### config.mk
export PLATFORM = sky130hd
export DESIGN_NAME = fetch_stage_flat
export DESIGN_NICKNAME = d
export VERILOG_FILES = /design/src/rtl/mips_pkg.sv /design/src/rtl/fetch_stage_if.sv /design/src/rtl/fetch_perf_cnt.sv /design/src/rtl/fetch_stage.sv /design/src/flat_wrapper.sv
export SDC_FILE = /design/constraint.sdc
export NUM_CORES = 1
export LEC_CHECK = 0
export BUFFER_PORTS_ARGS = -buffer_cell sky130_fd_sc_hd__buf_2
export CORE_ASPECT_RATIO = 0.6
export CORE_UTILIZATION = 50
export DETAILED_ROUTE_END_ITERATION = 6
export PLACE_DENSITY = 0.85
export SETUP_SLACK_MARGIN = 0.3
export SYNTH_ARGS = -nofsm -noshare
export SYNTH_HDL_FRONTEND = slang
export SYNTH_SLANG_ARGS = --single-unit
### constraint.sdc
create_clock -name clk -period 6.5 [get_ports clk]
set_input_delay 0.325 -clock clk [delete_from_list [all_inputs] [get_ports clk]]
set_output_delay 0.325 -clock clk [all_outputs]
set_load 0.01 [all_outputs]
### src/rtl/mips_pkg.sv
// Shared MIPS pipeline definitions: datapath width, reset PC, NOP encoding
// and the fetch FSM state type.
package mips_pkg;

    localparam int unsigned INST_W = 32;

    localparam logic [INST_W-1:0] RESET_PC_DEFAULT = 32'h0000_0000;
    localparam logic [INST_W-1:0] NOP              = 32'h0000_0000;

    typedef enum logic [1:0] {
        S_REQ  = 2'd0,
        S_WAIT = 2'd1,
        S_DROP = 2'd2
    } fetch_state_e;

endpackage

### src/rtl/fetch_stage_if.sv
// Fetch-stage bus bundle: instruction-memory request/response channel and
// the valid/ready instruction hand-off to decode.
interface fetch_stage_if;
    import mips_pkg::*;

    logic              imem_req_valid;
    logic              imem_req_ready;
    logic [INST_W-1:0] imem_req_addr;
    logic              imem_rsp_valid;
    logic [INST_W-1:0] imem_rsp_data;

    logic              if_valid;
    logic              if_ready;
    logic [INST_W-1:0] if_inst;
    logic [INST_W-1:0] if_pc;
    logic [INST_W-1:0] if_pc_plus4;

    modport master (
        output imem_req_valid, imem_req_addr,
        input  imem_req_ready, imem_rsp_valid, imem_rsp_data,
        output if_valid, if_inst, if_pc, if_pc_plus4,
        input  if_ready
    );

    modport slave (
        input  imem_req_valid, imem_req_addr,
        output imem_req_ready, imem_rsp_valid, imem_rsp_data,
        input  if_valid, if_inst, if_pc, if_pc_plus4,
        output if_ready
    );

endinterface

### src/rtl/fetch_perf_cnt.sv
// Fetch performance counters: instructions handed to decode and decode
// stall cycles, both free-running and wrapping.
module fetch_perf_cnt
    import mips_pkg::*;
(
    input  logic              clk,
    input  logic              rst,
    input  logic              if_valid,
    input  logic              if_ready,
    output logic [INST_W-1:0] fetch_cnt,
    output logic [INST_W-1:0] stall_cnt
);

    logic [INST_W-1:0] fetch_cnt_q, fetch_cnt_d;
    logic [INST_W-1:0] stall_cnt_q, stall_cnt_d;

    always_comb begin
        fetch_cnt_d = fetch_cnt_q;
        stall_cnt_d = stall_cnt_q;
        if (if_valid && if_ready) begin
            fetch_cnt_d = fetch_cnt_q + 32'd1;
        end
        if (if_valid && !if_ready) begin
            stall_cnt_d = stall_cnt_q + 32'd1;
        end
    end

    always_ff @(posedge clk or posedge rst) begin
        if (rst) begin
            fetch_cnt_q <= '0;
            stall_cnt_q <= '0;
        end else begin
            fetch_cnt_q <= fetch_cnt_d;
            stall_cnt_q <= stall_cnt_d;
        end
    end

    assign fetch_cnt = fetch_cnt_q;
    assign stall_cnt = stall_cnt_q;

endmodule

### src/rtl/fetch_stage.sv
// MIPS instruction-fetch stage: PC owner, single-outstanding imem requester
// and IF/ID output register. Define IFETCH_PERF_EN to build the perf counters.
module fetch_stage
    import mips_pkg::*;
#(
    parameter logic [INST_W-1:0] RESET_PC = RESET_PC_DEFAULT
) (
    input  logic              clk,
    input  logic              rst,
    fetch_stage_if.master     bus,
    input  logic              redirect_valid,
    input  logic [INST_W-1:0] redirect_pc,
    output logic [INST_W-1:0] perf_fetch_cnt,
    output logic [INST_W-1:0] perf_stall_cnt
);

    fetch_state_e      state_q, state_d;
    logic [INST_W-1:0] pc_q, pc_d;
    logic              if_valid_q, if_valid_d;
    logic [INST_W-1:0] if_inst_q, if_inst_d;
    logic [INST_W-1:0] if_pc_q, if_pc_d;
    logic              req_valid;

    always_comb begin
        state_d    = state_q;
        pc_d       = pc_q;
        if_valid_d = if_valid_q;
        if_inst_d  = if_inst_q;
        if_pc_d    = if_pc_q;
        req_valid  = (state_q == S_REQ) && (!if_valid_q || bus.if_ready) && !redirect_valid;

        if (if_valid_q && bus.if_ready) begin
            if_valid_d = 1'b0;
        end

        // A redirect overrides any load; an in-flight response becomes stale.
        if (redirect_valid) begin
            pc_d       = redirect_pc & ~32'd3;
            if_valid_d = 1'b0;
            case (state_q)
                S_REQ:          state_d = S_REQ;
                S_WAIT, S_DROP: state_d = bus.imem_rsp_valid ? S_REQ : S_DROP;
                default:        state_d = S_REQ;
            endcase
        end else begin
            case (state_q)
                S_REQ: begin
                    if (req_valid && bus.imem_req_ready) begin
                        state_d = S_WAIT;
                    end
                end
                S_WAIT: begin
                    if (bus.imem_rsp_valid) begin
                        if_inst_d  = bus.imem_rsp_data;
                        if_pc_d    = pc_q;
                        if_valid_d = 1'b1;
                        pc_d       = pc_q + 32'd4;
                        state_d    = S_REQ;
                    end
                end
                S_DROP: begin
                    if (bus.imem_rsp_valid) begin
                        state_d = S_REQ;
                    end
                end
                default: state_d = S_REQ;
            endcase
        end
    end

    always_ff @(posedge clk or posedge rst) begin
        if (rst) begin
            state_q    <= S_REQ;
            pc_q       <= RESET_PC;
            if_valid_q <= 1'b0;
            if_inst_q  <= NOP;
            if_pc_q    <= '0;
        end else begin
            state_q    <= state_d;
            pc_q       <= pc_d;
            if_valid_q <= if_valid_d;
            if_inst_q  <= if_inst_d;
            if_pc_q    <= if_pc_d;
        end
    end

    assign bus.imem_req_valid = req_valid;
    assign bus.imem_req_addr  = pc_q;
    assign bus.if_valid       = if_valid_q;
    assign bus.if_inst        = if_inst_q;
    assign bus.if_pc          = if_pc_q;
    assign bus.if_pc_plus4    = if_pc_q + 32'd4;

`ifdef IFETCH_PERF_EN
    fetch_perf_cnt u_perf (
        .clk       (clk),
        .rst       (rst),
        .if_valid  (if_valid_q),
        .if_ready  (bus.if_ready),
        .fetch_cnt (perf_fetch_cnt),
        .stall_cnt (perf_stall_cnt)
    );
`else
    assign perf_fetch_cnt = '0;
    assign perf_stall_cnt = '0;
`endif

endmodule
### src/flat_wrapper.sv
// flat-port wrapper written by rule: the top's interface ports become plain ports
module fetch_stage_flat import mips_pkg::*;
#(
    parameter logic [INST_W-1:0] RESET_PC = RESET_PC_DEFAULT
)
  (clk, rst, redirect_valid, redirect_pc, perf_fetch_cnt, perf_stall_cnt, bus_imem_req_valid, bus_imem_req_addr, bus_imem_req_ready, bus_imem_rsp_valid, bus_imem_rsp_data, bus_if_valid, bus_if_inst, bus_if_pc, bus_if_pc_plus4, bus_if_ready);
  fetch_stage_if bus_i ();
  input  logic clk;
  input  logic rst;
  input  logic redirect_valid;
  input  logic [INST_W-1:0] redirect_pc;
  output logic [INST_W-1:0] perf_fetch_cnt;
  output logic [INST_W-1:0] perf_stall_cnt;
  output wire logic [$bits(bus_i.imem_req_valid)-1:0] bus_imem_req_valid;
  output wire logic [$bits(bus_i.imem_req_addr)-1:0] bus_imem_req_addr;
  input wire logic [$bits(bus_i.imem_req_ready)-1:0] bus_imem_req_ready;
  input wire logic [$bits(bus_i.imem_rsp_valid)-1:0] bus_imem_rsp_valid;
  input wire logic [$bits(bus_i.imem_rsp_data)-1:0] bus_imem_rsp_data;
  output wire logic [$bits(bus_i.if_valid)-1:0] bus_if_valid;
  output wire logic [$bits(bus_i.if_inst)-1:0] bus_if_inst;
  output wire logic [$bits(bus_i.if_pc)-1:0] bus_if_pc;
  output wire logic [$bits(bus_i.if_pc_plus4)-1:0] bus_if_pc_plus4;
  input wire logic [$bits(bus_i.if_ready)-1:0] bus_if_ready;
  assign bus_imem_req_valid = bus_i.imem_req_valid;
  assign bus_imem_req_addr = bus_i.imem_req_addr;
  assign bus_i.imem_req_ready = bus_imem_req_ready;
  assign bus_i.imem_rsp_valid = bus_imem_rsp_valid;
  assign bus_i.imem_rsp_data = bus_imem_rsp_data;
  assign bus_if_valid = bus_i.if_valid;
  assign bus_if_inst = bus_i.if_inst;
  assign bus_if_pc = bus_i.if_pc;
  assign bus_if_pc_plus4 = bus_i.if_pc_plus4;
  assign bus_i.if_ready = bus_if_ready;
  fetch_stage #(.RESET_PC(RESET_PC)) u_core (.clk(clk), .rst(rst), .bus(bus_i), .redirect_valid(redirect_valid), .redirect_pc(redirect_pc), .perf_fetch_cnt(perf_fetch_cnt), .perf_stall_cnt(perf_stall_cnt));
endmodule
==> summary.txt, run 1 <==
Status - completed
Root Driver - clkbuf_16
Final hold vios - 0
R2R cell count - 5
TritonCTS sink count - 95
Top cells by area, synth - dfrtp_1 44%, mux2_2 12%, buf_4 9.9%, nand2_1 3.1%, xnor2_1 3.1%
P_leak - 0.00320 uW
Nets@finish - 794
Placement row count - 28
ANT nets after route - 0
Critical path arrival - 2.62 ns
Initial DRC count - 299
CP startpoint kind - flip-flop
Total grt overflow - 0
Crit-path max FO - 12
Post-CTS Setup Inserts - 0
Area growth syn-to-layout - 21.2%
Routed WL - 14.5 mm
Clock Latency Late Sink - 0.34 ns
Pins Over Slew Limit - 0
Mapped cell area - 5370 sq um
Total of max-cap violations - 0
Ys async rst share - 1.00
Antenna violations before repair - 1
Core area - 10100 sq um
Ratio of cells with drive above 1 in the final layout - 0.370
Post-cts sizing count - 0
Chip width - 136 um
Initial Util - 0.530
DR pass1 iterations - 5
H-tree depth - 3
ANT cells - 0
Die Span Y - 82.2 um
I/O pin cnt - 264
DR DRC count - 0
Synthesized flop and latch total - 95
Vias in the first global route - 4215
Final instance area - 6500 sq um
Post-synth top area share - 0.443
Worst Setup Path Type - flip-flop to primary output
Yosys top cell by area - dfrtp_1
Post-synthesis cell count - 537
CP required - 6.17 ns
RSZ-0062 raised after global routing - no
Buffers on Ports - 191
Tightest Pin Transition - 0.843 ns
Sum Neg Setup Slack - 0 ns
Crit path capture type - primary output
Number of synthesized flops with an enable pin - 0
Post-route minimum period - 2.94 ns
Detailed placer's ending HPWL - 11.0 mm
Sequential fraction of the synthesis area - 0.443
GP Congestion - 0.850
Largest net degree at the start of global routing - 70
First-pass GRT wire length - 22.1 mm
Total power per unit cell area - 380 nW/um^2
Final period util - 0.453
Worst slew margin - 0.438
Library cells used by synthesis - 41
CTS tree - done
Drt wl/cell - 16.8 um
Ys flop type - dfrtp_1
Post-cts hold buffer count - 0
Clk buf depth - 2
Skew final - 0.00444 ns
Avg Cell Area, Syn - 9.99 sq um
Fmax - 340 MHz
GRT Overall Usage - 0.264
Vias post-DR - 4619
Final Setup Violations - 0
Hold Path Class - primary input to asynchronous set/reset pin
CTS Buf Count - 9
Drt via density - 5.38
Yosys warning count - 0
Placed Area - 6170 sq um
Peak supply drop - 0.267 mV
Clk pin slew, worst setup/hold paths - 0.06 ns
Die area - 11200 sq um
[flip-flops by register name (all words and copies together) (netlist names)]
signal / cells
u_core.bus.if_pc: 30
u_core.bus.if_valid: 1
u_core.bus.imem_req_addr: 30
u_core.state_q: 2
u_core.bus.if_inst: 32
[routing by layer]
| layer | up-vias | wire length (um) | track usage |
|---|---|---|---|
| met5 | - | 0 | 0 |
| met4 | 0 | 122 | 0.0764 |
| met3 | 18 | 1390 | 0.0824 |
| met2 | 252 | 6740 | 0.418 |
| met1 | 2223 | 6220 | 0.349 |
| li1 | 2126 | - | - |
[Yosys cell counts (2+ instances only)]
library cell and n:
a211o_1 3, a21oi_1 6, a22oi_1 2, a31oi_1 11, and2_1 5, and3_1 10, and4_1 11, buf_1 7
buf_4 71, clkbuf_1 12, dfrtp_1 95, ha_1 4, inv_1 17, mux2_2 55, mux2i_1 2, nand2_1 45
nand3_1 21, nand4_1 19, nor2_1 21, nor2b_1 4, nor3_1 14, nor4_1 9, o21ai_0 25, o31ai_1 7
or3_1 3, or4_1 8, xnor2_1 19, xor2_1 18
[logic make-up (layout without fill, tap and decap cells)]
family | Yosys count | count (layout) | share of synthesized area
AOI/OAI and AO/OA | 60 | 60 | 0.0686
muxes | 57 | 57 | 0.119
other | 1 | 70 | 0.000699
buffers and inverters | 108 | 226 | 0.125
xor gates and xnor gates | 37 | 37 | 0.0604
DFF | 95 | 95 | 0.443
adders and majority gates | 4 | 4 | 0.00933
and+or+nand+nor | 175 | 175 | 0.173
[final cells by class]
type	instances	area (sq um)
clock buffer	10	229
clock inverter	5	106
fill	837	3620
inverter	17	66.3
multi-input combinational	403	2580
sequential	95	2380
tap	135	169
timing repair buffer	194	978
[stage by stage]
step                      total power [uW]  worst slack (ns)  std cells  utilization  hold slack, ns
final                                 2470              3.56        859        0.642          0.0427
after global routing                  2610              3.43        859        0.642          0.0908
after CTS                             2480              3.56        859        0.642          0.0690
after detailed placement              1880              3.94        844        0.609           0.435
after global placement                1830              4.03        844        0.609           0.419
after floorplan                       1480              3.70        606            -           0.445
[report_power, final]
part | internal (uW) | switching (uW) | leakage, uW
Sequential | 788 | 224 | 0.00114
Clock | 375 | 227 | 0.000159
Combinational | 413 | 441 | 0.00190
Total | 1580 | 892 | 0.00320
[final timing paths]
check,from,endpoint,slack [ns]
min in group clk,redirect_pc[5],u_core.bus.imem_req_addr[5],0.19
min reg2reg,u_core.bus.if_inst[18],u_core.bus.if_inst[18],0.50
max in group asynchronous,rst,u_core.bus.if_inst[18],5.40
max,u_core.bus.if_pc[4],bus_if_pc_plus4[23],3.56
max reg2reg,u_core.bus.imem_req_addr[3],u_core.bus.imem_req_addr[30],4.09
min,rst,u_core.bus.if_inst[2],0.04
[placed cells by master, fill, tap and decap left out, drive strengths merged, types with 8 or more instances in the layout]
master  netlist  routed
buf          79     194
dfrtp        95      95
conb          1      70
mux2         55      55
nand2        45      45
o21ai        25      25
nand3        22      22
nor2         21      21
nand4        19      19
xnor2        19      19
xor2         18      18
inv          17      18
nor3         14      14
and4         11      11
a31oi        11      11
and3         10      10
clkbuf       12      10
nor4          9       9
or4           8       8
[critical path, stage by stage (launching register included)]
cell	delay [ns]
dfrtp_1	0.44
and3_1	0.26
nand4_1	0.61
nor4_1	0.60
xor2_1	0.20
buf_2	0.15
No activity file was read; power rests on OpenSTA's default activity.
==> run 2, diff against run 1 <==
--- a/config.mk
+++ b/config.mk
@@ -5,11 +5,12 @@
 export SDC_FILE = /design/constraint.sdc
 export NUM_CORES = 1
 export LEC_CHECK = 0
+export ABC_AREA = 1
 export BUFFER_PORTS_ARGS = -buffer_cell sky130_fd_sc_hd__buf_2
 export CORE_ASPECT_RATIO = 0.6
-export CORE_UTILIZATION = 50
+export CORE_UTILIZATION = 49
 export DETAILED_ROUTE_END_ITERATION = 6
-export PLACE_DENSITY = 0.85
+export PLACE_DENSITY = 0.81
 export SETUP_SLACK_MARGIN = 0.3
 export SYNTH_ARGS = -nofsm -noshare
 export SYNTH_HDL_FRONTEND = slang
==> constraint.sdc (replaced) <==
create_clock -name clk -period 3.05 [get_ports clk]
set_input_delay 0.1525 -clock clk [delete_from_list [all_inputs] [get_ports clk]]
set_output_delay 0.1525 -clock clk [all_outputs]
set_load 0.01 [all_outputs]
==> run 2 against run 1 <==
  * Register-to-register slack worse by 3.2 ns
  * Core utilization decreased by 3.0 points
  * Via count rose by 30%
  * Critical endpoint is now bus_if_pc_plus4[18]
  * Final cell count up 42%
  * Critical path type unchanged
  * Die area rose by 15%
  * Combinational power rose to 2.8 times the previous value
  * Sequential cell count stayed put
==> summary.txt, run 2 <==
Worst slew margin - 0.471 (+0.0327)
Tightest Pin Transition - 0.794 ns (-0.0490 ns)
DR DRC count - 0 (unchanged)
Number of synthesized flops with an enable pin - 0 (unchanged)
Total power per unit cell area - 797 nW/um^2 (+110%)
Max reg flops - 32 (unchanged)
Most frequent cells in the layout - 303 x nand2_1, 191 x buf_2, 95 x dfrtp_1
DR pass1 iterations - 7 (+2)
Vias post-DR - 5984 (+30%)
I/O pin cnt - 264 (unchanged)
Sequential fraction of the synthesis area - 0.391 (-0.0520)
Root Driver - clkbuf_16
CTS Buf Count - 9 (unchanged)
Area growth syn-to-layout - 21.4%
GP Congestion - 0.981 (+15%)
Crit path capture type - primary output
H-tree depth - 3 (unchanged)
Final hold vios - 0 (unchanged)
Critical Path Source - u_core.bus.if_pc[3]
Buffers on Ports - 191 (unchanged)
Skew final - 0.00549 ns (+0.00105 ns)
Final Setup Violations - 0 (unchanged)
Post-synth top area share - 0.391 (-0.0520)
P_leak - 0.00395 uW (+23%)
Sum Neg Setup Slack - 0 ns (unchanged)
Count leader, synth - nand2_1
GRT Overall Usage - 0.280 (+0.0166)
Commonest cells in the netlist - 303 x nand2_1, 95 x dfrtp_1, 83 x nor2_1
Clk pin slew, worst setup/hold paths - 0.07 ns (about the same)
Placement row count - 31 (+11%)
Drt wl/cell - 14.6 um (-14%)
RSZ-0062 raised after global routing - no
Post-synthesis cell count - 849 (+58%)
Worst Hold Launch - bus_imem_rsp_data[26]
Initial Util - 0.504 (-0.0259)
Core area - 12100 sq um (+19%)
Detailed placer's ending HPWL - 13.4 mm (+22%)
Die Span Y - 88.3 um (+7.3%)
Chip width - 146 um (+7.4%)
Crit-path max FO - 5 (-7)
Ys flop type - dfrtp_1
Fmax - 434 MHz
CP peak stage delay - 0.44 ns (-0.17 ns)
CP max stage cell - dfrtp_1
Worst path most repeated cell - nand2_1
CTS tree - done
Post-cts sizing count - 0 (unchanged)
First-pass GRT wire length - 27.4 mm (+24%)
Drt via density - 4.91 (-8.6%)
Post-CTS Setup Inserts - 0 (unchanged)
Yosys top cell by area - dfrtp_1
Clock Latency Late Sink - 0.35 ns (about the same)
Yosys warning count - 0 (unchanged)
Largest net degree at the start of global routing - 77 (+10%)
Nets@finish - 1122 (+41%)
CP required - 2.90 ns (-3.27 ns)
Most common cell after layout, fill and taps aside - nand2_1
Peak supply drop - 0.319 mV (+19%)
Library cells used by synthesis - 39 (-4.9%)
Total grt overflow - 0 (unchanged)
Status - completed
Worst Setup Path Type - flip-flop to primary output
Ys async rst share - 1.00 (unchanged)
Core Util, Final - 0.612 (-0.0302)
R2r startpoint - u_core.state_q[1]
ANT nets after route - 0 (unchanged)
Ratio of cells with drive above 1 in the final layout - 0.237 (-0.133)
Die area - 12900 sq um (+15%)
Antenna violations before repair - 0 (-1)
Vias in the first global route - 5192 (+23%)
Post-route minimum period - 2.30 ns
Top cells by area, synth - dfrtp_1 39%, nand2_1 19%, buf_4 8.9%, nor2_1 5.1%, inv_1 4.5%
CP cell instances - ha_1, nand2_1, nor2_2, nand2_1, nor2_1, xor2_1, buf_2
Pins Over Slew Limit - 0 (unchanged)
Synthesized flop and latch total - 95 (unchanged)
Mapped cell area - 6080 sq um (+13%)
Critical path arrival - 2.15 ns (-0.47 ns)
Total of max-cap violations - 0 (unchanged)
Clk buf depth - 2 (unchanged)
Routed WL - 17.7 mm (+23%)
ANT cells - 0 (unchanged)
Initial DRC count - 465 (+56%)
Hold Path Class - primary input to flip-flop
Final period util - 0.755
TritonCTS sink count - 95 (unchanged)
CP startpoint kind - flip-flop
Avg Cell Area, Syn - 7.16 sq um (-28%)
## run 2: cell families (layout without fill, tap and decap cells)
group / after synthesis / after routing / share of synthesized area
flops: 95 / 95 / 0.391
simple gates: 497 / 497 / 0.360
fa+ha+maj: 4 / 4 / 0.00823
buf+inv: 169 / 304 / 0.154
other cells: 1 / 70 / 0.000617
compound gates: 64 / 64 / 0.0586
xor+xnor: 19 / 19 / 0.0274
## run 2: stage by stage
step                hold WS, ns  instance area, sq um  cells  setup WS (ns)  total power (uW)
floorplan                 0.269                  6340    918          0.420              3570
global placement          0.300                  6910   1187          0.959              4550
detailed placement        0.302                  6910   1187          0.906              4610
CTS                    0.000118                  7380   1218          0.769              5880
global route            0.00400                  7380   1218          0.600              6280
finish                  0.00311                  7380   1218          0.747              5880
## run 2: report_power, final
part	switching (uW)	leakage (uW)	internal [uW]
combinational	1450	0.00263	894
clock	516	0.000159	746
sequential	549	0.00116	1730
## run 2: cell type report
type	count	area (sq um)
clock buffers	10	239
clock inverters	6	90.1
fillers	1166	4680
inverters	77	292
multi-input cells	654	3020
flip-flops and latches	95	2380
well taps	165	206
repair buffers	211	1160
## run 2: repair_timing
item	CTS	global route
hold endpoints to repair	64	0
hold buffers	15	0
endpoints found under the setup margin	0	0
## run 2: final timing paths
kind / to / slack (ns) / cells after the start
setup / recovery: bus_if_pc_plus4[18] / 0.75 / 7
hold / removal: u_core.bus.if_inst[26] / 0.003 / 3
setup reg to reg: u_core.bus.imem_req_addr[11] / 0.88 / 8
hold reg to reg: u_core.bus.if_inst[13] / 0.47 / 2
max in group asynchronous: u_core.bus.imem_req_addr[18] / 1.92 / 4
min in group asynchronous: u_core.bus.if_inst[17] / 0.45 / 3
## run 2: layer usage
layer / share of wire / GRT usage / vias up
met5: 0 / 0 / -
met4: 0.0060 / 0.0431 / 0
met3: 0.098 / 0.0639 / 16
met2: 0.42 / 0.416 / 323
met1: 0.48 / 0.422 / 2728
li1: - / - / 2917
## run 2: critical path: cells and delay by family (launching register included)
| family | cells | cell delay [ns] |
|---|---|---|
| and+or+nand+nor | 4 | 0.75 |
| xor gates and xnor gates | 1 | 0.16 |
| buffers and inverters | 1 | 0.14 |
| DFF | 1 | 0.44 |
| adders and majority gates | 1 | 0.30 |
